## config.mk

```make
export PLATFORM = sky130hd
export DESIGN_NAME = seq_shift_unit
export DESIGN_NICKNAME = d
export VERILOG_FILES = /design/src/rtl/seq_shift_unit.sv
export SDC_FILE = /design/constraint.sdc
export NUM_CORES = 1
export LEC_CHECK = 0
export CORE_MARGIN = 3
export CORE_UTILIZATION = 46
export DETAILED_ROUTE_END_ITERATION = 8
export PLACE_DENSITY = 0.76
export SYNTH_ARGS = -nofsm -noshare
export SYNTH_HDL_FRONTEND = slang
export SYNTH_SLANG_ARGS = --single-unit
```

## constraint.sdc

```tcl
create_clock -name clk -period 2.2 [get_ports clk]
set_input_delay 0.66 -clock clk [delete_from_list [all_inputs] [get_ports clk]]
set_output_delay 0.66 -clock clk [all_outputs]
set_load 0.02 [all_outputs]
```

## src/rtl/seq_shift_unit.sv

```systemverilog
// seq_shift_unit: multi-cycle shift/rotate unit, STEP bits per cycle, valid/ready on both sides.
//   clk       in   rising-edge clock
//   reset_n   in   synchronous active-low reset
//   in_valid  in   request valid
//   in_ready  out  high in IDLE, request can be accepted
//   in_data   in   operand (WIDTH)
//   in_shamt  in   shift amount (SHAMT_W), 0..WIDTH-1
//   in_mode   in   00 LSL, 01 LSR, 10 ASR, 11 ROR
//   out_valid out  high in DONE, result valid
//   out_ready in   consumer accepts result
//   out_data  out  shifted result (WIDTH)
//   out_carry out  last bit shifted out (ROR: result MSB)
module seq_shift_unit #(
    parameter int WIDTH   = 16,
    parameter int SHAMT_W = $clog2(WIDTH),
    parameter int STEP    = 1
) (
    input  logic               clk,
    input  logic               reset_n,
    input  logic               in_valid,
    output logic               in_ready,
    input  logic [WIDTH-1:0]   in_data,
    input  logic [SHAMT_W-1:0] in_shamt,
    input  logic [1:0]         in_mode,
    output logic               out_valid,
    input  logic               out_ready,
    output logic [WIDTH-1:0]   out_data,
    output logic               out_carry
);
    typedef enum logic [1:0] {IDLE, SHIFT, DONE} state_e;
    state_e state_q, state_d;
    logic [WIDTH-1:0] data_q, data_d, res, asr, lsl_out, rsh_out;
    logic [1:0] mode_q, mode_d;
    logic [SHAMT_W-1:0] rem_q, rem_d;
    logic carry_q, carry_d;
    int k;
    always_comb begin
        k = (int'(rem_q) < STEP) ? int'(rem_q) : STEP;
        // Bits that leave the word this cycle: LSL loses data[WIDTH-k]; right shifts and ROR
        // (whose new MSB is the old data[k-1]) all report data[k-1].
        lsl_out = data_q >> (WIDTH - k);
        rsh_out = data_q >> (k - 1);
        // Kept separate so the arithmetic shift is not turned logical by an unsigned ternary.
        asr = $signed(data_q) >>> k;
        res = mode_q == 2'b00 ? data_q << k :
              mode_q == 2'b01 ? data_q >> k :
              mode_q == 2'b10 ? asr :
              (data_q >> k) | (data_q << (WIDTH - k));
        state_d = state_q;
        data_d  = data_q;
        mode_d  = mode_q;
        rem_d   = rem_q;
        carry_d = carry_q;
        if (state_q == IDLE && in_valid) begin
            data_d  = in_data;
            mode_d  = in_mode;
            rem_d   = in_shamt;
            carry_d = 1'b0;
            state_d = in_shamt != '0 ? SHIFT : DONE;
        end else if (state_q == SHIFT) begin
            data_d  = res;
            carry_d = mode_q == 2'b00 ? lsl_out[0] : rsh_out[0];
            rem_d   = rem_q - SHAMT_W'(k);
            state_d = rem_d == '0 ? DONE : SHIFT;
        end else if (state_q == DONE && out_ready) begin
            state_d = IDLE;
        end
    end
    always_ff @(posedge clk) begin
        if (!reset_n) begin
            state_q <= IDLE;
            data_q  <= '0;
            mode_q  <= '0;
            rem_q   <= '0;
            carry_q <= 1'b0;
        end else begin
            state_q <= state_d;
            data_q  <= data_d;
            mode_q  <= mode_d;
            rem_q   <= rem_d;
            carry_q <= carry_d;
        end
    end
    assign in_ready  = state_q == IDLE;
    assign out_valid = state_q == DONE;
    assign out_data  = data_q;
    assign out_carry = carry_q;
endmodule

```

Yosys cells after proc, flatten, opt, wreduce, memory -nomap -nowiden
Cells that the tools add are included.
- bits in registers: 25
- muxes and demuxes: 14
- shift operators: 6
- eq/ne operators: 4
- reduce and logical (&&, ||, !) cells: 9
- bitwise logic cells: 2
- add/subtract/negate cells: 3
- order comparisons: 1
- operators with widths (cell ; number):
    $mux W16 ; 5
    $shr A16 B32 Y1 ; 2
    $shl A16 B32 Y16 ; 1
    $or A16 B16 Y16 ; 1
    $shl A16 B4 Y16 ; 1
    $shr A16 B4 Y16 ; 1
    $sshr A16 B4 Y16 ; 1
    $mux W4 ; 3
    $mux W2 ; 5
    $sub A5 B4 Y6 const A ; 1
    $sub A4 B1 Y5 const B ; 1
    $eq A2 B1 Y1 const B ; 2
    $eq A2 B2 Y1 const B ; 2
    $logic_not A2 Y1 ; 2
    $logic_not A4 Y1 ; 1
    $lt A4 B1 Y1 const B ; 1
    $reduce_bool A4 Y1 ; 1
    $sub A4 B4 Y4 ; 1
    $reduce_bool A3 Y1 ; 1
    $logic_and A1 B1 Y1 ; 2
    $reduce_bool A2 Y1 ; 1
    $reduce_or A2 Y1 ; 1
    $mux W1 ; 1
    $not A1 Y1 ; 1

Depth between registers and ports, before layout
Gate-level depths: netlist of the first run.
- depth in word-level cells: 10
- mapped depth: 10

Worst setup path after synthesis of the first run
Ideal clock, no wire load.
- kind: flip-flop to flip-flop
- start point: reg rem_q[0]
- end point: reg data_q[10], in the netlist out_data[10]
- cell stages (with the launch flop): 10
- setup slack: -170 ps
- arrival: 2246 ps
- path buffers: 3
- path through: dfxtp_1 -> or4_4 -> inv_2 -> buf_12 -> buf_12 -> ha_1 -> clkbuf_8 -> mux2_2 -> a221oi_1 -> a21oi_1
- longest elaborated chain between the ends: 10
- RTL lines (what ; line ; source):
    start: declaration ; 34 ; logic [SHAMT_W-1:0] rem_q, rem_d;
    start signal: assignment ; 80 ; rem_q <= rem_d;
    $lt A4 B1 Y1 ; 38 ; k = (int'(rem_q) < STEP) ? int'(rem_q) : STEP;
    $mux W4 (*) ; 38 ;
    $sub A5 B4 Y6 ; 48 ; (data_q >> k) | (data_q << (WIDTH - k));
    $shl A16 B32 Y16 ; 48 ;
    $or A16 B16 Y16 ; 48 ;
    $mux W16 ; 47 ; mode_q == 2'b10 ? asr :
    $mux W16 ; 46 ; mode_q == 2'b01 ? data_q >> k :
    $mux W16 (*) ; 45 ; res = mode_q == 2'b00 ? data_q << k :
    $mux W16 (*) ; 60 ; end else if (state_q == SHIFT) begin
    $mux W16 (*) ; 54 ; if (state_q == IDLE && in_valid) begin
    end signal: assignment ; 78 ; data_q <= data_d;
    end: declaration ; 32 ; logic [WIDTH-1:0] data_q, data_d, res, asr, lsl_out, rsh_out;
Mark *: on every way between the ends. The rest lies on a longest branch, timed or not. The select of a mux whose other input is x is not followed.
A chain may end at the register's enable or synchronous reset.

Worst setup path in the final report of the first run
- start point: reg data_q[1], in the netlist out_data[1]
- end point: out out_data[1]
- RTL lines (what ; line ; source):
    end: declaration ; 27 ; output logic [WIDTH-1:0] out_data,
No word-level cell between the ends.

==> results_dict.tcl, run 1 <==
set metrics [dict create \
    status "complete, no violations" \
    wire_per_inst_um 16.7 \
    total_power_mw 2.03 \
    synth_top_area_share_pct 24.1 \
    core_um2 4170 \
    num_rows 23 \
    grt.total_usage_pct 23.0 \
    dp.final_hpwl_um 4340 \
    drtPass1Iterations 4 \
    fp.dieH_um 73.2 \
    hold_viol 0 \
    nFillCells 361 \
    period_minus_slack_ns 2.15 \
    numCtsBuffers 3 \
    post_drt_via_cell_ratio 6.07 \
    ys_ff_latch 25 \
    irDropWorstVdd_v 0.000390 \
    antenna-diode-count 0 \
    p_leak_nw 1.02 \
    nets 327 \
    cts.path.max_buffers 2 \
    grt.overflow.total 0 \
    worstReg2RegStart "rem_q[3]" \
    min_path_cells 2 \
    ioPinCount 45 \
    cts_hold_buf 0 \
    dr.first_iter.drc_count 173 \
    grt_pass1_wl_um 9700 \
    synth_cells 247 \
    synth_cell_types 62 \
    setup_viol 0 \
    hold_end "out_carry" \
    clk_latency_ns 0.28 \
    fmax_ghz 0.465 \
    synth.largest_area_cell "dfxtp_1" \
    worstPathMaxFanout 7 \
    post_dp_cell_area_um2 2600 \
    drc_errors 0 \
    path_clk_slew_ns 0.10 \
    r2r-end "state_q[0]" \
    critical-path-top-delay-family "buffers and inverters" \
    async_reset_ff_share_pct 0 \
    die_w_um 73.2 \
    cts_tree "built" \
    ant_nets 0 \
    slew_headroom_pct 59.7 \
    synthesis.nets 276 \
    layout_commonest_cell "clkdlybuf4s50_1" \
    ff2ff_path_depth 8 \
    power_density_nw_per_um2 757 \
    crit_chain "clkdlybuf4s50_1" \
    num_vias 2105 \
    cts-root-buf "clkbuf_8" \
    design_area_um2 2680 \
    fin_worst_skew_ns 0.0144 \
    critPathRequiredTime_ns 1.54 \
    cts.sinks 25 \
    start_util_pct 49.7 \
    synth-main-ff-cell "dfxtp_1" \
    hold_start "out_carry" \
    grt_pass1_vias 1971 \
    drive_gt1_share_pct 22.6 \
    crit_path_start_kind "flop" \
    grt_max_degree 21 \
    crit_buf_inv 1 \
    antenna_found_initial 0 \
    min_path_type "reg -> reg" \
    final_max_slew_viol_count 0 \
    slowest_stage "clkdlybuf4s50_1" \
    endpoint_kind "primary output" \
    yosysSeqAreaShare_pct 24.1 \
    gp_congestion 0.877 \
    worst_hold_slack_ns 0.487 \
    portBuffers 44 \
    cpPeakStageDelay_ns 0.68 \
    die_area_um2 5350 \
    synth_edf_count 0 \
    h-tree-depth 1 \
    synth_area_leaders "dfxtp_1 (24%), mux2_2 (11%), a21oi_1 (4.6%)" \
    r2r_slack_ns 0.05 \
    syn-mean-instance-area_um2 8.40 \
    rsz0062_at_grt "true" \
    maxCapViolCount 0 \
    timing.final.crit_share_pct 97.8 \
    yosysWarnings 0 \
    worst_slack_ns 0.0476 \
    syn_to_final_growth_pct 29.2 \
    wirelength_um 5800 \
    worstPathArrival_ns 1.49 \
    post-place-ws_ns -0.0613 \
    tightest_slew_ns 0.604 \
    syn_area_um2 2080 \
    critical_path_class "reg -> out" \
    final_cell_mix "clkdlybuf4s50_1 (43), nand2_1 (23), dfxtp_1 (23), buf_4 (22), a21oi_1 (19)" \
]
worst reg2reg max path: stages, from the launching register on:
cell and delay (ns):
dfxtp_2 0.35, or4_4 0.56, or2b_2 0.19, inv_1 0.04, ha_1 0.19, or2_4 0.25, a221oi_4 0.24, a2bb2oi_1 0.18
nor2b_1 0.05
cell usage after synthesis, drive strengths merged (6+ instances only):
master   n
o221ai   6
o21ai   16
nand3    7
mux2    21
dfxtp   25
a31oi    9
buf      9
a21boi   6
clkbuf  11
inv      9
nor2    13
nand2   23
a21oi   19
layout make-up:
type,instances,area (µm²),share of cell area [%]
Inverter,9,36.3,1.35
Tap cell,50,62.6,2.33
Clock inverter,1,7.51,0.280
Clock buffer,3,41.3,1.54
Timing Repair Buffer,66,608,22.7
Multi-Input combinational cell,193,1420,53.1
Sequential cell,25,503,18.8
stage by stage:
step                      instances  utilization (%)  setup TNS (ns)
after floorplan                 247                -               0
after global placement          341             62.4               0
after detailed placement        341             62.4          -0.160
after CTS                       345             63.6               0
after global routing            347             64.3         -0.0388
final                           347             64.3               0
timing repair:
item | CTS | global route
setup endpoints to repair | 0 | 4
setup buffers | 0 | 2
gates resized for setup | 0 | 4
power breakdown:
group / leakage (nW) / internal [mW] / switching, mW / total (mW)
logic: 0.794 / 0.559 / 0.553 / 1.11
clock network: 0.0217 / 0.129 / 0.161 / 0.290
registers: 0.206 / 0.519 / 0.109 / 0.628
total: 1.02 / 1.21 / 0.823 / 2.03
per-layer routing:
metal | routed length (µm) | share of wire [%] | track usage, %
met1 | 2700 | 47 | 32.3
met2 | 2650 | 46 | 36.0
met3 | 336 | 5.8 | 2.75
met4 | 110 | 1.9 | 8.20
met5 | 0 | 0 | 0
how the worst max path moves through the flow:
| stage | start | end | slack (ns) | cells after the start |
|---|---|---|---|---|
| finish | out_data[1] | out_data[1] | 0.05 | 1 |
| global route | rem_q[3] | state_q[0] | -0.04 | 8 |
| CTS | rem_q[1] | state_q[0] | 0.03 | 8 |
| detailed placement | in_valid | out_data[10] | -0.06 | 6 |
| global placement | in_valid | out_data[6] | 0.0008 | 6 |
| floorplan | rem_q[3] | state_q[0] | 0.02 | 9 |
logic make-up (layout without fill, tap and decap cells):
logic type               count (synthesis)  count (layout)  share of synthesized area, %
AO/OA/AOI/OAI                           89              89                          29.5
XOR/XNOR                                 1               1                         0.422
adder cells (fa/ha/maj)                  3               3                          1.81
buffers and inverters                   29              79                          10.3
flip-flops                              25              25                          24.1
multiplexers                            27              27                          14.9
other                                    1               1                         0.181
AND/OR/NAND/NOR                         72              72                          18.7
state kept, by name (all words and copies together) (netlist names):
signal,cells
mode_q,2
state_q,2
out_data,16
out_carry,1
rem_q,4
Power figures use the tool's default switching activity.
==> inputs of run 2 (changes only) <==
CORE_ASPECT_RATIO = 1.2   (was default)
SLEW_MARGIN = 10   (was default)
==> run 2 against run 1 <==
  * Die area about the same
  * Sequential power down 3%
  * Final cell count is 2.3% higher
  * Critical endpoint is now state_q[0]
  * Clock skew is 0.0097 ns lower
  * Critical path depth is 7 higher
  * Setup slack better by 0.0020 ns
  * Core utilization shrank 1.1 points
  * Sequential share of layout area is 0.17 points lower
  * Clock-buffer cell count stayed put
==> results_dict.tcl, run 2 (same netlist as run 1, synthesis figures left out) <==
set metrics [dict create \
    status "complete, no violations" \
    path_clk_slew_ns 0.09 \
    cts.path.max_buffers 2 \
    h-tree-depth 1 \
    grt_max_degree 21 \
    min_path_type "reg -> reg" \
    drtPass1Iterations 4 \
    p_leak_nw 1.02 \
    maxCapViolCount 0 \
    drc_errors 0 \
    core_um2 4290 \
    switching_share_pct 40.2 \
    tightest_slew_ns 0.579 \
    total_power_mw 2.03 \
    crit_path_start_kind "flop" \
    wire_per_inst_um 16.0 \
    cpPeakStageDelay_ns 0.55 \
    cts_tree "built" \
    p_int_mw 1.21 \
    grt_pass1_vias 2034 \
    portBuffers 44 \
    cts-root-buf "clkbuf_8" \
    clk_latency_ns 0.28 \
    nets 329 \
    ioPinCount 45 \
    worstPathMaxFanout 3 \
    largest_reg_flops 16 \
    setup_viol 0 \
    dr.first_iter.drc_count 116 \
    slowest_stage "or4_4" \
    setup-tns-final_ns 0 \
    numCtsBuffers 3 \
    gp_congestion 0.967 \
    worst_hold_slack_ns 0.493 \
    worstPathArrival_ns 2.33 \
    crit_buf_inv 1 \
    antenna-diode-count 0 \
    regArea_um2 504 \
    rsz0062_at_grt "true" \
    post_dp_cell_area_um2 2640 \
    multi_input_area_um2 1420 \
    antenna_found_initial 0 \
    pwr-share-clk_pct 14.2 \
    nFillCells 410 \
    final_max_slew_viol_count 0 \
    ant_nets 0 \
    cts.sinks 25 \
    final_cell_mix "clkdlybuf4s50_1 (44), dfxtp_1 (24), nand2_1 (23), buf_4 (23), a21oi_1 (19)" \
    combPwrFrac_pct 55.7 \
    dp.final_hpwl_um 4170 \
    r2r_slack_ns 0.05 \
    critPathRequiredTime_ns 2.38 \
    power_frac_seq_pct 30.1 \
    die_area_um2 5360 \
    routedLengthMet1_um 2490 \
    post_drt_via_cell_ratio 5.95 \
    wl_met3_um 346 \
    die_w_um 67.3 \
    grt_pass1_wl_um 9600 \
    start_util_pct 48.3 \
    wirelength_um 5670 \
    ff2ff_path_depth 8 \
    syn_to_final_growth_pct 30.7 \
    design_area_um2 2710 \
    hold_viol 0 \
    fmax_ghz 0.465 \
    num_rows 26 \
    min_path_cells 2 \
    p_sw_uw 817 \
    drive_gt1_share_pct 22.7 \
    irDropWorstVdd_v 0.000376 \
    timing.final.crit_share_pct 97.7 \
    slew_headroom_pct 61.4 \
    endpoint_kind "flop" \
    layout_commonest_cell "clkdlybuf4s50_1" \
    fin_worst_skew_ns 0.00465 \
    wl_met2_um 2670 \
    grt.overflow.total 0 \
    period_minus_slack_ns 2.15 \
    routed.top_layer "met4" \
    grt.total_usage_pct 22.9 \
    critical_path_class "reg -> reg" \
    critical-path-top-delay-family "simple AND/OR/NAND/NOR gates" \
    crit_chain "or4_4 -> or2b_2 -> inv_1 -> ha_1 -> or2_4 -> a221oi_4 -> a2bb2oi_1 -> nor2b_1" \
    fp.dieH_um 79.6 \
    power_density_nw_per_um2 748 \
    num_vias 2113 \
    dp.cells 349 \
    worst-path-stages 8 \
    finalNonFillerCells 355 \
]
## run 2: worst min-delay path, delay by kind of cell (launching register included)
kind,cells,cell delay [ns]
flip-flops,1,0.32
AND/OR/NAND/NOR,2,0.13
## run 2: path summary, 6_finish.rpt
| kind | startpoint | endpoint |
|---|---|---|
| worst min register to register | out_carry | out_carry |
| worst max-delay path | rem_q[3] | state_q[0] |
| worst min-delay path | out_carry | out_carry |
| worst max register to register | rem_q[3] | state_q[0] |
## run 2: area by class of cell
cell class / instances / area share [%]
clock inverter: 1 / 0.184
clock buffer: 3 / 1.52
timing repair buffer: 68 / 23.3
inverter: 9 / 1.34
tap: 56 / 2.58
multi-input combinational: 193 / 52.5
sequential: 25 / 18.6
## run 2: power groups by stage
| stage | clock, mW | sequential, mW | combinational, mW |
|---|---|---|---|
| after floorplan | 0 | 0.649 | 0.782 |
| after global placement | 0 | 0.615 | 1.08 |
| after detailed placement | 0 | 0.617 | 1.09 |
| after CTS | 0.298 | 0.606 | 1.10 |
| after global routing | 0.315 | 0.618 | 1.23 |
| final | 0.288 | 0.610 | 1.13 |
## run 2: layer usage
metal / vias up / GRT usage [%]
met5: - / 0
met4: 0 / 11.4
met3: 14 / 3.10
met2: 87 / 37.0
met1: 983 / 29.3
li1: 1029 / -
## run 2: stage by stage
stage               utilization [%]  setup slack, ns
finish                         63.2           0.0496
global route                   63.2          -0.0238
CTS                            62.5           0.0210
detailed placement             61.5          -0.0267
global placement               61.5          0.00245
floorplan                         -           0.0165
## run 2: what timing repair did
action,4_1_cts,5_1_grt
endpoints found under the setup margin,0,3
gates resized for setup,0,2
hold buffers,0,0
setup buffers,0,2
==> inputs of run 3 (changes only) <==
CORE_ASPECT_RATIO = 0.9   (was 1.2)
TNS_END_PERCENT = 1   (was default)
==> run 3 against run 2 <==
  * Critical path depth decreased by 7
  * Clock power is essentially flat
  * Non-clock buffer count fell by 2
  * Setup slack improved by 0.0068 ns
  * Design area decreased by 0.65%
  * Via count rose by 0.52%
  * Combinational power about the same
  * Clock-buffer cell count unchanged
  * Hold slack lost 0.0069 ns
  * Sequential power increased by 0.7%
  * Fmax is 0.32% higher
  * First-iteration DRC count rose to 2.5 times the previous value
  * Critical path type is now reg -> out
  * Critical endpoint is now out_data[1]
  * Largest power group unchanged
==> results_dict.tcl, run 3 (same netlist as run 1, synthesis figures left out) <==
set metrics [dict create \
    status "complete, no violations" \
    r2r_slack_ns 0.08 \
    final_cell_mix "clkdlybuf4s50_1 (44), nand2_1 (23), dfxtp_1 (22), buf_4 (22), a21oi_1 (19)" \
    p_int_mw 1.21 \
    syn_to_final_growth_pct 29.9 \
    final_util_pct 64.0 \
    antenna_found_initial 0 \
    min_path_type "reg -> reg" \
    clk_latency_ns 0.28 \
    drive_gt1_share_pct 23.2 \
    irDropWorstVdd_v 0.000470 \
    maxCapViolCount 0 \
    worst_hold_slack_ns 0.486 \
    largest_reg_flops 16 \
    finalNonFillerCells 357 \
    fp.dieH_um 69.7 \
    ioPinCount 45 \
    slowest_stage "clkdlybuf4s50_1" \
    post_dp_cell_area_um2 2620 \
    core_um2 4210 \
    design_area_um2 2700 \
    worstPathArrival_ns 1.48 \
    fin_worst_skew_ns 0.00519 \
    power_frac_seq_pct 29.9 \
    wire_per_inst_um 17.2 \
    nets 327 \
    dr.first_iter.drc_count 293 \
    grt.overflow.total 0 \
    die_area_um2 5360 \
    crit_buf_inv 1 \
    ant_nets 0 \
    antenna-diode-count 0 \
    num_vias 2124 \
    fmax_ghz 0.467 \
    wirelength_um 6140 \
    dp.final_hpwl_um 4400 \
    tightest_slew_ns 0.505 \
    h-tree-depth 1 \
    timing.final.crit_share_pct 97.4 \
    cts.path.max_buffers 2 \
    cts_hold_buf 0 \
    combPwrFrac_pct 55.9 \
    hold_viol 0 \
    cpPeakStageDelay_ns 0.67 \
    grt_max_degree 21 \
    critical-path-top-delay-family "buffers and inverters" \
    num_rows 22 \
    setup-tns-final_ns 0 \
    grt_pass1_wl_um 9840 \
    gp_congestion 0.942 \
    switching_share_pct 41.1 \
    setup_viol 0 \
    critPathRequiredTime_ns 1.54 \
    p_leak_nw 1.01 \
    cts_tree "built" \
    endpoint_kind "primary output" \
    crit_chain "clkdlybuf4s50_1" \
    worstPathMaxFanout 7 \
    portBuffers 44 \
    drtPass1Iterations 4 \
    crit_path_start_kind "flop" \
    dp.cells 352 \
    die_w_um 76.8 \
    grt.total_usage_pct 22.3 \
    start_util_pct 49.3 \
    drc_errors 0 \
    rsz0062_at_grt "false" \
    grt_pass1_vias 2006 \
    slew_headroom_pct 66.3 \
    cts-root-buf "clkbuf_8" \
    final_max_slew_viol_count 0 \
    path_clk_slew_ns 0.10 \
    power_density_nw_per_um2 761 \
    pwr-share-clk_pct 14.2 \
    period_minus_slack_ns 2.14 \
    layout_commonest_cell "clkdlybuf4s50_1" \
    numCtsBuffers 3 \
    p_sw_uw 844 \
    critical_path_class "reg -> out" \
    cts.sinks 25 \
    post_drt_via_cell_ratio 5.95 \
]
run 3: changes by cell type in the layout (fill, tap and decap cells not counted):
cell     delta
dfxtp_1     -2
o21ai_0     -1
buf_4       -1
ha_2        +1
or2b_4      +1
buf_12      -1
dfxtp_2     +3
dfxtp_4     -1
o21ai_1     +1
or2b_2      -1
ha_1        -1
run 3: final timing paths:
| path | from | to | cells after the start |
|---|---|---|---|
| hold / removal | out_carry | out_carry | 2 |
| setup reg to reg | rem_q[0] | state_q[0] | 8 |
| hold reg to reg | out_carry | out_carry | 2 |
| setup / recovery | out_data[1] | out_data[1] | 1 |
run 3: area by class of cell:
class | instances | area (µm²)
multi-input cells | 193 | 1430
well taps | 60 | 75.1
clock buffers | 3 | 41.3
repair buffers | 66 | 606
flip-flops and latches | 25 | 504
clock inverters | 1 | 5.00
fillers | 374 | 1520
inverters | 9 | 36.3
run 3: timing repair:
item / 4_1_cts / 5_1_grt
gates resized for setup: 0 / 7
setup buffers: 0 / 1
setup endpoints to repair: 0 / 4
run 3: metrics by stage:
stage                     setup WS [ns]  power, mW
after floorplan                 -0.0589       1.43
after global placement          -0.0156       1.69
after detailed placement         -0.120       1.71
after CTS                       0.00970       2.00
after global routing            0.00574       2.17
final                            0.0564       2.05
run 3: power groups by stage:
stage	sequential [mW]	clock, mW	combinational [mW]
floorplan	0.648	0	0.777
global placement	0.618	0	1.08
detailed placement	0.619	0	1.10
CTS	0.609	0.291	1.10
global route	0.622	0.308	1.24
finish	0.614	0.290	1.15
run 3: worst reg2reg max path: cells and delay by family (launching register included):
| kind | cells | cell delay [ns] |
|---|---|---|
| AOI/OAI and AO/OA | 2 | 0.42 |
| DFF | 1 | 0.33 |
| and+or+nand+nor | 4 | 1.09 |
| adders and majority gates | 1 | 0.16 |
| buffers and inverters | 1 | 0.04 |
run 3: metal layers:
layer,up-vias,wire [µm],track usage [%]
li1,1024,-,-
met1,999,2820,32.2
met2,96,2770,34.1
met3,5,504,4.68
met4,0,40,4.63
met5,-,0,0
